--- src/rtl/memory_access.sv ---
// MEM pipeline stage: registers execute results, runs one handshaked data
// access at a time, resolves the branch and emits a one-cycle write-back
// packet. Upstream is stalled (o_ready low) while an access is outstanding.
//
// state  | meaning
// IDLE   | ready to accept; non-memory and faulting instructions retire next cycle
// ACCESS | data request outstanding, waiting for i_dmem_ack
module memory_access #(
  parameter int DATA_W = 32,
  parameter int REG_W  = 5
) (
  input  logic              i_clk,
  input  logic              i_rst_n,
  input  logic              i_valid,
  output logic              o_ready,
  input  logic              i_con_mem_branch,
  input  logic              i_con_mem_memread,
  input  logic              i_con_mem_memwrite,
  input  logic              i_con_wb_memtoreg,
  input  logic              i_con_wb_regwrite,
  input  logic [DATA_W-1:0] i_data_AddRst,
  input  logic              i_con_Zero,
  input  logic [DATA_W-1:0] i_data_ALU_Rst,
  input  logic [DATA_W-1:0] i_data_rt,
  input  logic [REG_W-1:0]  i_addr_MuxRst,
  output logic              o_dmem_req,
  output logic              o_dmem_we,
  output logic [DATA_W-1:0] o_dmem_addr,
  output logic [DATA_W-1:0] o_dmem_wdata,
  input  logic [DATA_W-1:0] i_dmem_rdata,
  input  logic              i_dmem_ack,
  output logic              o_con_PCSrc,
  output logic [DATA_W-1:0] o_addr_AddRst,
  output logic              o_valid,
  output logic              o_con_wb_memtoreg,
  output logic              o_con_wb_regwrite,
  output logic [DATA_W-1:0] o_data_ReadData,
  output logic [DATA_W-1:0] o_data_ALU_Rst,
  output logic [REG_W-1:0]  o_addr_WrReg,
  output logic              o_exc
);

  typedef enum logic {IDLE, ACCESS} state_t;

  state_t state_q, state_d;

  // EX/MEM fields needed to retire an instruction after its memory access.
  // The address and store data live in the dmem output registers.
  logic              br_q, br_d;
  logic              zero_q, zero_d;
  logic              rd_q, rd_d;
  logic              m2r_q, m2r_d;
  logic              rw_q, rw_d;
  logic [DATA_W-1:0] tgt_q, tgt_d;
  logic [REG_W-1:0]  wreg_q, wreg_d;

  logic              dreq_q, dreq_d;
  logic              dwe_q, dwe_d;
  logic [DATA_W-1:0] daddr_q, daddr_d;
  logic [DATA_W-1:0] dwdata_q, dwdata_d;
  logic              pcsrc_q, pcsrc_d;
  logic [DATA_W-1:0] addrst_q, addrst_d;
  logic              valid_q, valid_d;
  logic              om2r_q, om2r_d;
  logic              orw_q, orw_d;
  logic [DATA_W-1:0] rdata_q, rdata_d;
  logic [DATA_W-1:0] oalu_q, oalu_d;
  logic [REG_W-1:0]  owreg_q, owreg_d;
  logic              exc_q, exc_d;

  logic accept, in_mem, in_fault;

  assign accept   = i_valid && (state_q == IDLE);
  assign in_mem   = i_con_mem_memread | i_con_mem_memwrite;
  // Only memory instructions care about alignment; read+write together is illegal.
  assign in_fault = (i_con_mem_memread & i_con_mem_memwrite) |
                    (in_mem & (|i_data_ALU_Rst[1:0]));

  // Next-state and output-register logic; retirement pulses default low.
  always_comb begin
    state_d  = state_q;
    br_d     = br_q;
    zero_d   = zero_q;
    rd_d     = rd_q;
    m2r_d    = m2r_q;
    rw_d     = rw_q;
    tgt_d    = tgt_q;
    wreg_d   = wreg_q;
    dreq_d   = dreq_q;
    dwe_d    = dwe_q;
    daddr_d  = daddr_q;
    dwdata_d = dwdata_q;
    pcsrc_d  = 1'b0;
    addrst_d = addrst_q;
    valid_d  = 1'b0;
    om2r_d   = om2r_q;
    orw_d    = orw_q;
    rdata_d  = rdata_q;
    oalu_d   = oalu_q;
    owreg_d  = owreg_q;
    exc_d    = 1'b0;
    case (state_q)
      IDLE: begin
        if (accept) begin
          br_d   = i_con_mem_branch;
          zero_d = i_con_Zero;
          rd_d   = i_con_mem_memread;
          m2r_d  = i_con_wb_memtoreg;
          rw_d   = i_con_wb_regwrite;
          tgt_d  = i_data_AddRst;
          wreg_d = i_addr_MuxRst;
          if (in_mem && !in_fault) begin
            state_d  = ACCESS;
            dreq_d   = 1'b1;
            dwe_d    = i_con_mem_memwrite;
            daddr_d  = i_data_ALU_Rst;
            dwdata_d = i_data_rt;
          end else begin
            // Retire directly: plain ALU op, or a faulting access that never
            // reaches memory.
            valid_d  = 1'b1;
            om2r_d   = i_con_wb_memtoreg;
            orw_d    = i_con_wb_regwrite & ~in_fault;
            oalu_d   = i_data_ALU_Rst;
            owreg_d  = i_addr_MuxRst;
            pcsrc_d  = i_con_mem_branch & i_con_Zero & ~in_fault;
            addrst_d = i_data_AddRst;
            exc_d    = in_fault;
            rdata_d  = '0;
          end
        end
      end
      ACCESS: begin
        if (i_dmem_ack) begin
          state_d  = IDLE;
          dreq_d   = 1'b0;
          valid_d  = 1'b1;
          om2r_d   = m2r_q;
          orw_d    = rw_q;
          oalu_d   = daddr_q;
          owreg_d  = wreg_q;
          pcsrc_d  = br_q & zero_q;
          addrst_d = tgt_q;
          rdata_d  = rd_q ? i_dmem_rdata : '0;
        end
      end
      default: state_d = IDLE;
    endcase
  end

  // State and pipeline registers with synchronous active-low reset.
  always_ff @(posedge i_clk) begin
    if (!i_rst_n) begin
      state_q  <= IDLE;
      br_q     <= 1'b0;
      zero_q   <= 1'b0;
      rd_q     <= 1'b0;
      m2r_q    <= 1'b0;
      rw_q     <= 1'b0;
      tgt_q    <= '0;
      wreg_q   <= '0;
      dreq_q   <= 1'b0;
      dwe_q    <= 1'b0;
      daddr_q  <= '0;
      dwdata_q <= '0;
      pcsrc_q  <= 1'b0;
      addrst_q <= '0;
      valid_q  <= 1'b0;
      om2r_q   <= 1'b0;
      orw_q    <= 1'b0;
      rdata_q  <= '0;
      oalu_q   <= '0;
      owreg_q  <= '0;
      exc_q    <= 1'b0;
    end else begin
      state_q  <= state_d;
      br_q     <= br_d;
      zero_q   <= zero_d;
      rd_q     <= rd_d;
      m2r_q    <= m2r_d;
      rw_q     <= rw_d;
      tgt_q    <= tgt_d;
      wreg_q   <= wreg_d;
      dreq_q   <= dreq_d;
      dwe_q    <= dwe_d;
      daddr_q  <= daddr_d;
      dwdata_q <= dwdata_d;
      pcsrc_q  <= pcsrc_d;
      addrst_q <= addrst_d;
      valid_q  <= valid_d;
      om2r_q   <= om2r_d;
      orw_q    <= orw_d;
      rdata_q  <= rdata_d;
      oalu_q   <= oalu_d;
      owreg_q  <= owreg_d;
      exc_q    <= exc_d;
    end
  end

  assign o_ready           = (state_q == IDLE);
  assign o_dmem_req        = dreq_q;
  assign o_dmem_we         = dwe_q;
  assign o_dmem_addr       = daddr_q;
  assign o_dmem_wdata      = dwdata_q;
  assign o_con_PCSrc       = pcsrc_q;
  assign o_addr_AddRst     = addrst_q;
  assign o_valid           = valid_q;
  assign o_con_wb_memtoreg = om2r_q;
  assign o_con_wb_regwrite = orw_q;
  assign o_data_ReadData   = rdata_q;
  assign o_data_ALU_Rst    = oalu_q;
  assign o_addr_WrReg      = owreg_q;
  assign o_exc             = exc_q;

endmodule
--- config.mk ---
export PLATFORM = sky130hd
export DESIGN_NAME = memory_access
export DESIGN_NICKNAME = d
export VERILOG_FILES = /design/src/rtl/memory_access.sv
export SDC_FILE = /design/constraint.sdc
export NUM_CORES = 1
export LEC_CHECK = 0
export CAP_MARGIN = 30
export CORE_MARGIN = 3
export CORE_UTILIZATION = 35
export DETAILED_ROUTE_END_ITERATION = 10
export PLACE_DENSITY_LB_ADDON = 0.25
export RECOVER_POWER = 25
export SYNTH_ARGS = -nofsm -noshare
export SYNTH_HDL_FRONTEND = slang
export SYNTH_SLANG_ARGS = --single-unit
--- constraint.sdc ---
create_clock -name i_clk -period 2.3 [get_ports i_clk]
set_clock_uncertainty 0.15 [all_clocks]
set_input_delay 0.23 -clock i_clk [delete_from_list [all_inputs] [get_ports i_clk]]
set_output_delay 0.23 -clock i_clk [all_outputs]
set_load 0.05 [all_outputs]
==> results of run 1 <==
==> worst max-delay path by stage <==
| stage | start | to | depth (start not counted) |
|---|---|---|---|
| finish | state_q | o_ready | 2 |
| global route | i_con_mem_memread | o_addr_WrReg[4] | 9 |
| CTS | state_q | o_ready | 2 |
| detailed placement | i_con_mem_memread | o_dmem_addr[1] | 6 |
| global placement | i_con_mem_memread | o_dmem_addr[1] | 6 |
| floorplan | state_q | o_dmem_addr[2] | 9 |
==> per-stage QoR <==
stage	hold slack, ps	power, mW	setup slack, ps
2_1_floorplan	216.0	5.044	392.8
3_3_place_gp	290.6	5.803	-31.23
3_5_place_dp	296.2	5.821	-63.48
4_1_cts	101.4	10.08	143.8
5_1_grt	101.1	10.34	68.49
6_report	122.5	9.947	189.6
==> final cells by class <==
cell class	instances	area [um2]	share of cell area, %
sequential	215	4308	33.91
timing repair buffer	349	3592	28.27
multi-input combinational	650	3506	27.59
clock buffer	31	698.2	5.495
tap	313	391.6	3.083
clock inverter	13	193.9	1.526
inverter	2	12.51	0.09848
antenna	1	2.502	0.01970
==> worst min-delay path, delay by kind of cell <==
family | cells | cell delay [ps]
buffers and inverters | 1 | 400
and+or+nand+nor | 1 | 50
AOI/OAI and AO/OA | 1 | 50
==> per-layer routing <==
metal | up-vias | track usage [%]
met2 | 237 | 31.91
li1 | 3841 | -
met4 | 0 | 5.571
met5 | - | 0
met1 | 3547 | 23.98
met3 | 46 | 6.217
==> state kept, by name, summed over array words and instances, names as in the netlist, 5 cells and up <==
name and count:
o_addr_WrReg 5, o_data_ReadData 32, o_addr_AddRst 32, wreg_q 5, o_data_ALU_Rst 32, o_dmem_addr 32, o_dmem_wdata 32, tgt_q 32
==> logic make-up (layout without fill, tap and decap cells) <==
family	count (synthesis)	in the layout	synth area share, %
and+or+nand+nor	360	360	18.06
buffers and inverters	87	395	4.690
muxes	71	71	8.677
xor gates and xnor gates	1	1	0.1986
AOI/OAI and AO/OA	218	218	15.83
DFF	215	215	52.55
other	0	1	0
==> power by group <==
part | internal (mW) | leakage, nW | switching, mW
clock network | 2.70 | 0.447 | 1.54
registers | 3.91 | 1.76 | 0.0957
logic | 0.692 | 2.21 | 1.01
total | 7.30 | 4.42 | 2.65
==> cell usage in the layout (no fill, tap or decap), drive strengths merged, types with 2 or more instances in the layout <==
cell type,n
clkdlybuf4s50,314
a211oi,70
bufinv,5
a21oi,141
nor2,72
o31ai,2
buf,32
dfxtp,215
clkbuf,33
inv,2
clkinv,8
nand2,214
nand3,65
nand2b,2
mux2i,71
and3,2
==> results.json, run 1 <==
{
  "worst-slew-pin-transition_ps": 923.1,
  "layout.nets": 1385,
  "timing.final.crit_share_pct": 91.76,
  "cp.required_ps": 1920,
  "grt_usage_pct": 19.19,
  "status": "finished clean",
  "syn_avg_cell_area_um2": 8.603,
  "post-route-util_pct": 55.61,
  "max_freq_mhz": 473.9,
  "cts_tree": "yes",
  "setup_violations": 0,
  "htreeDepth": 1,
  "yosysMostFrequentCell": "dfxtp_1",
  "clk_latency_ps": 500,
  "grt_pass1_vias": 7457,
  "arrival_ps": 1730,
  "start_util_pct": 35.85,
  "crit-reg2reg-capture": "o_data_ReadData[30]",
  "grt_max_degree": 60,
  "fp-row-count": 55,
  "synth_nets": 1095,
  "dr_total_vias": 7671,
  "stdcell_count": 1574,
  "wl_met2_um": 11800,
  "layout-drive-gt1-share_pct": 6.508,
  "met1Wirelength_um": 10790,
  "drt_first_pass_iters": 6,
  "drt_iter0_markers": 326,
  "dp.cells": 1529,
  "postPlaceCellArea_mm2": 0.01186,
  "grt_first_pass_wirelength_um": 40610,
  "port-buffer-count": 315,
  "worstHoldStart": "i_data_rt[29]",
  "slew_headroom_pct": 38.46,
  "final_cell_area_mm2": 0.01270,
  "post-synth-top-area-cell": "dfxtp_1",
  "reg2reg_depth": 6,
  "synth_area_mm2": 0.008190,
  "synthCells": 952,
  "crit_type": "reg2out",
  "place_congestion": 0.7547,
  "dieArea_mm2": 0.02527,
  "path_delay_family": "buffers and inverters",
  "wire_per_inst_um": 16.10,
  "regToRegSetupSlack_ps": 240,
  "drt-total-wl_um": 25340,
  "hold_class": "in2reg",
  "peakVddDrop_v": 0.0004358,
  "die_h_um": 159.0,
  "synth_seq_cells": 215,
  "cts.repair.resized": 0,
  "cp-end-kind": "primary output",
  "holdPathEnd": "o_dmem_wdata[29]",
  "finalHoldViolCount": 0,
  "clock-root-buffer": "clkbuf_16",
  "ys_warn_count": 0,
  "synth_top_area_share_pct": 52.55,
  "topRoutingLayerUsed": "met4",
  "postCtsSetupBuffers": 0,
  "rr_startpoint": "state_q",
  "synth.top_cells.by_area": "dfxtp_1 (53%), nand2_1 (9.8%), mux2i_1 (8.7%)",
  "hold_buffers": 0,
  "async_flop_share_pct": 0,
  "area_delta_synth_final_pct": 55.12,
  "met3_length_um": 2046,
  "core_mm2": 0.02285,
  "crit_buf_inv": 2,
  "synth_ff_type": "dfxtp_1",
  "synth_edf_count": 0,
  "antenna_found_initial": 1,
  "rsz0062_at_grt": "false",
  "grt-ovfl-total": 0,
  "viasPerCell": 4.874,
  "cp_max_fo": 8,
  "dieWidth_um": 159.0,
  "clkTransAtPathRegs_ps": 60,
  "ioPinCount": 316,
  "holdPathStages": 3,
  "ys_seq_area_share_pct": 52.55,
  "dpl.hpwl_um": 17030,
  "leakagePower_nw": 4.418,
  "drc": 0,
  "clock_path_buffers": 3,
  "fillers": 2117,
  "start_kind": "flop",
  "ant_nets": 0,
  "drv_cap": 0,
  "min_period_ps": 2110,
  "path_cells": "inv_1 -> clkdlybuf4s50_1",
  "power.density_mw_per_mm2": 783.0,
  "finalSetupTns_ps": 0,
  "crit_slowest_cell": "clkdlybuf4s50_1",
  "synthTopCellsByCount": "dfxtp_1 (215), nand2_1 (214), a21oi_1 (141)",
  "numCtsBuffers": 24,
  "synthDistinctLibCells": 29,
  "cpPeakStageDelay_ps": 790,
  "clock_sinks": 215,
  "report.final.slew_viol_count": 0
}
No activity file was read; power rests on OpenSTA's default activity.
==> run 2: changes to the inputs <==
--- a/config.mk
+++ b/config.mk
@@ -9,6 +9,7 @@
 export CORE_MARGIN = 3
 export CORE_UTILIZATION = 35
 export DETAILED_ROUTE_END_ITERATION = 10
+export MAX_ROUTING_LAYER = met4
 export PLACE_DENSITY_LB_ADDON = 0.25
 export RECOVER_POWER = 25
 export SYNTH_ARGS = -nofsm -noshare
==> constraint.sdc (replaced) <==
create_clock -name i_clk -period 1.7 [get_ports i_clk]
set_clock_uncertainty 0.15 [all_clocks]
set_input_delay 0.17 -clock i_clk [delete_from_list [all_inputs] [get_ports i_clk]]
set_output_delay 0.17 -clock i_clk [all_outputs]
set_load 0.05 [all_outputs]
==> run 2 against run 1 <==
Against the previous run: the run now ends with setup timing left; sequential power grew 36%; worst hold slack got worse by 73 ps; count of clock-buffer cells in the layout rose by 6; via count grew 7.5%; largest cell class is now multi-input combinational cells.
==> results.json, run 2 (synthesis results as in run 1) <==
{
  "start_kind": "flop",
  "cp-end-kind": "flop",
  "fillers": 2053,
  "clock_sinks": 215,
  "dp.cells": 1534,
  "clock_path_buffers": 3,
  "fp-row-count": 55,
  "final_cell_area_mm2": 0.01366,
  "final_common_cell": "dfxtp_1",
  "critPathMostFrequentCell": "buf_12",
  "leakagePower_nw": 5.176,
  "ant_nets": 0,
  "htreeDepth": 1,
  "drt_iter0_markers": 340,
  "arrival_ps": 2120,
  "multi_input_area_mm2": 0.004375,
  "layout.nets": 1428,
  "timing.final.crit_share_pct": 107.8,
  "drt-total-wl_um": 30700,
  "clock-root-buffer": "clkbuf_16",
  "power.density_mw_per_mm2": 951.5,
  "grt-ovfl-total": 0,
  "peakVddDrop_v": 0.0006911,
  "max_freq_mhz": 545.7,
  "cp_max_fo": 18,
  "grt_pass1_vias": 7940,
  "finalHoldViolCount": 0,
  "ioPinCount": 316,
  "layout_common_cells": "dfxtp_1 (214), nand2_1 (161), clkdlybuf4s50_1 (140)",
  "hold_class": "in2reg",
  "core_mm2": 0.02285,
  "path_cells": "buf_8 -> a211o_1 -> a2bb2oi_4 -> buf_12 -> buf_12 -> buf_16 -> a211oi_2",
  "worst-slew-pin-transition_ps": 654.5,
  "start_util_pct": 35.85,
  "cp.required_ps": 1980,
  "crit_slowest_cell": "dfxtp_4",
  "report.final.slew_viol_count": 0,
  "cts_tree": "yes",
  "rsz0062_at_grt": "true",
  "violations": "setup timing",
  "die_h_um": 159.0,
  "port-buffer-count": 315,
  "status": "finished, violations left",
  "stdcell_count": 1611,
  "register_area_mm2": 0.004308,
  "path_delay_family": "compound AO/OA/AOI/OAI gates",
  "grt_first_pass_wirelength_um": 44000,
  "area_delta_synth_final_pct": 66.82,
  "drt_first_pass_iters": 4,
  "dieWidth_um": 159.0,
  "viasPerCell": 5.119,
  "dr_total_vias": 8246,
  "layout-drive-gt1-share_pct": 35.39,
  "postPlaceCellArea_mm2": 0.01144,
  "grt_max_degree": 44,
  "cpPeakStageDelay_ps": 340,
  "setup_violations": 107,
  "numCtsBuffers": 24,
  "slew_headroom_pct": 56.37,
  "wire_per_inst_um": 19.06,
  "worst_slack_ps": -132.5,
  "drc": 0,
  "antenna_found_initial": 2,
  "drv_cap": 0,
  "grt_usage_pct": 21.69,
  "crit_buf_inv": 4,
  "clkTransAtPathRegs_ps": 60,
  "dieArea_mm2": 0.02527,
  "dpl.hpwl_um": 17170,
  "min_period_ps": 1832,
  "place_congestion": 0.8030,
  "crit_type": "reg2reg",
  "clk_latency_ps": 510
}
[run 2: changes by cell type in the layout (fill, tap and decap cells not counted), sizes merged]
cell           previous run  this run
bufbuf                    0         2
buf                      32       171
clkinv                    8         1
dlygate4sd3               1         2
dlymetal6s2s              0         2
bufinv                    5         0
or4                       1         2
clkdlybuf4s50           314       140
clkbuf                   33       111
[run 2: cell type report]
type                       count  area share [%]
clock inverter                 1          0.1190
timing repair buffer         391           28.29
sequential                   215           31.53
tap                          313           2.866
multi-input combinational    651           32.02
inverter                       2          0.1099
clock buffer                  37           5.046
antenna                        1         0.01832
[run 2: worst min-delay path, cell delays in order]
cell and delay [ps]:
clkdlybuf4s50_1 400, nand2_1 50, a21oi_1 50
[run 2: worst paths after layout]
| check | start | to | slack [ps] | cells past startpoint |
|---|---|---|---|---|
| max | state_q | o_data_ALU_Rst[21] | -130 | 7 |
| min | i_data_rt[31] | o_dmem_wdata[31] | 50 | 3 |
| max reg2reg | state_q | o_data_ALU_Rst[21] | -130 | 7 |
| min reg2reg | tgt_q[29] | tgt_q[29] | 300 | 2 |
[run 2: per-layer routing]
| layer | GRT usage, % | vias to the layer above | part of all wire, % |
|---|---|---|---|
| li1 | - | 3926 | - |
| met1 | 27.98 | 3990 | 44 |
| met3 | 4.605 | 60 | 5.8 |
| met4 | 6.208 | 0 | 3.0 |
| met5 | - | - | 0 |
| met2 | 34.63 | 270 | 47 |
[run 2: what timing repair did]
| action | in CTS | in global routing |
|---|---|---|
| buffers inserted | 4 | 7 |
| resized for setup | 78 | 153 |
| endpoints found under the hold margin | 0 | 2 |
| cloned | 8 | 18 |
| hold buffers | 0 | 2 |
| pin swaps | 2 | 71 |
| endpoints found under the setup margin | 109 | 122 |
[run 2: report_power, final]
part / internal [mW] / switching, mW / total [mW]
Combinational: 1.12 / 1.65 / 2.76
Sequential: 5.29 / 0.151 / 5.45
Clock: 2.76 / 2.03 / 4.79
[run 2: through the flow]
step                      setup TNS, ps  setup WS (ps)  total power [mW]  hold slack (ps)  utilization [%]
after floorplan                  -10000         -200.8             6.829            156.0                -
after global placement           -63300         -420.3             7.771            291.1            50.09
after detailed placement         -71800         -469.2             7.795            294.3            50.09
after CTS                         -1907         -64.11             12.85            26.83            55.96
after global routing             -13360         -186.2             13.45            49.02            59.80
final                             -7785         -132.5             13.00            49.09            59.80
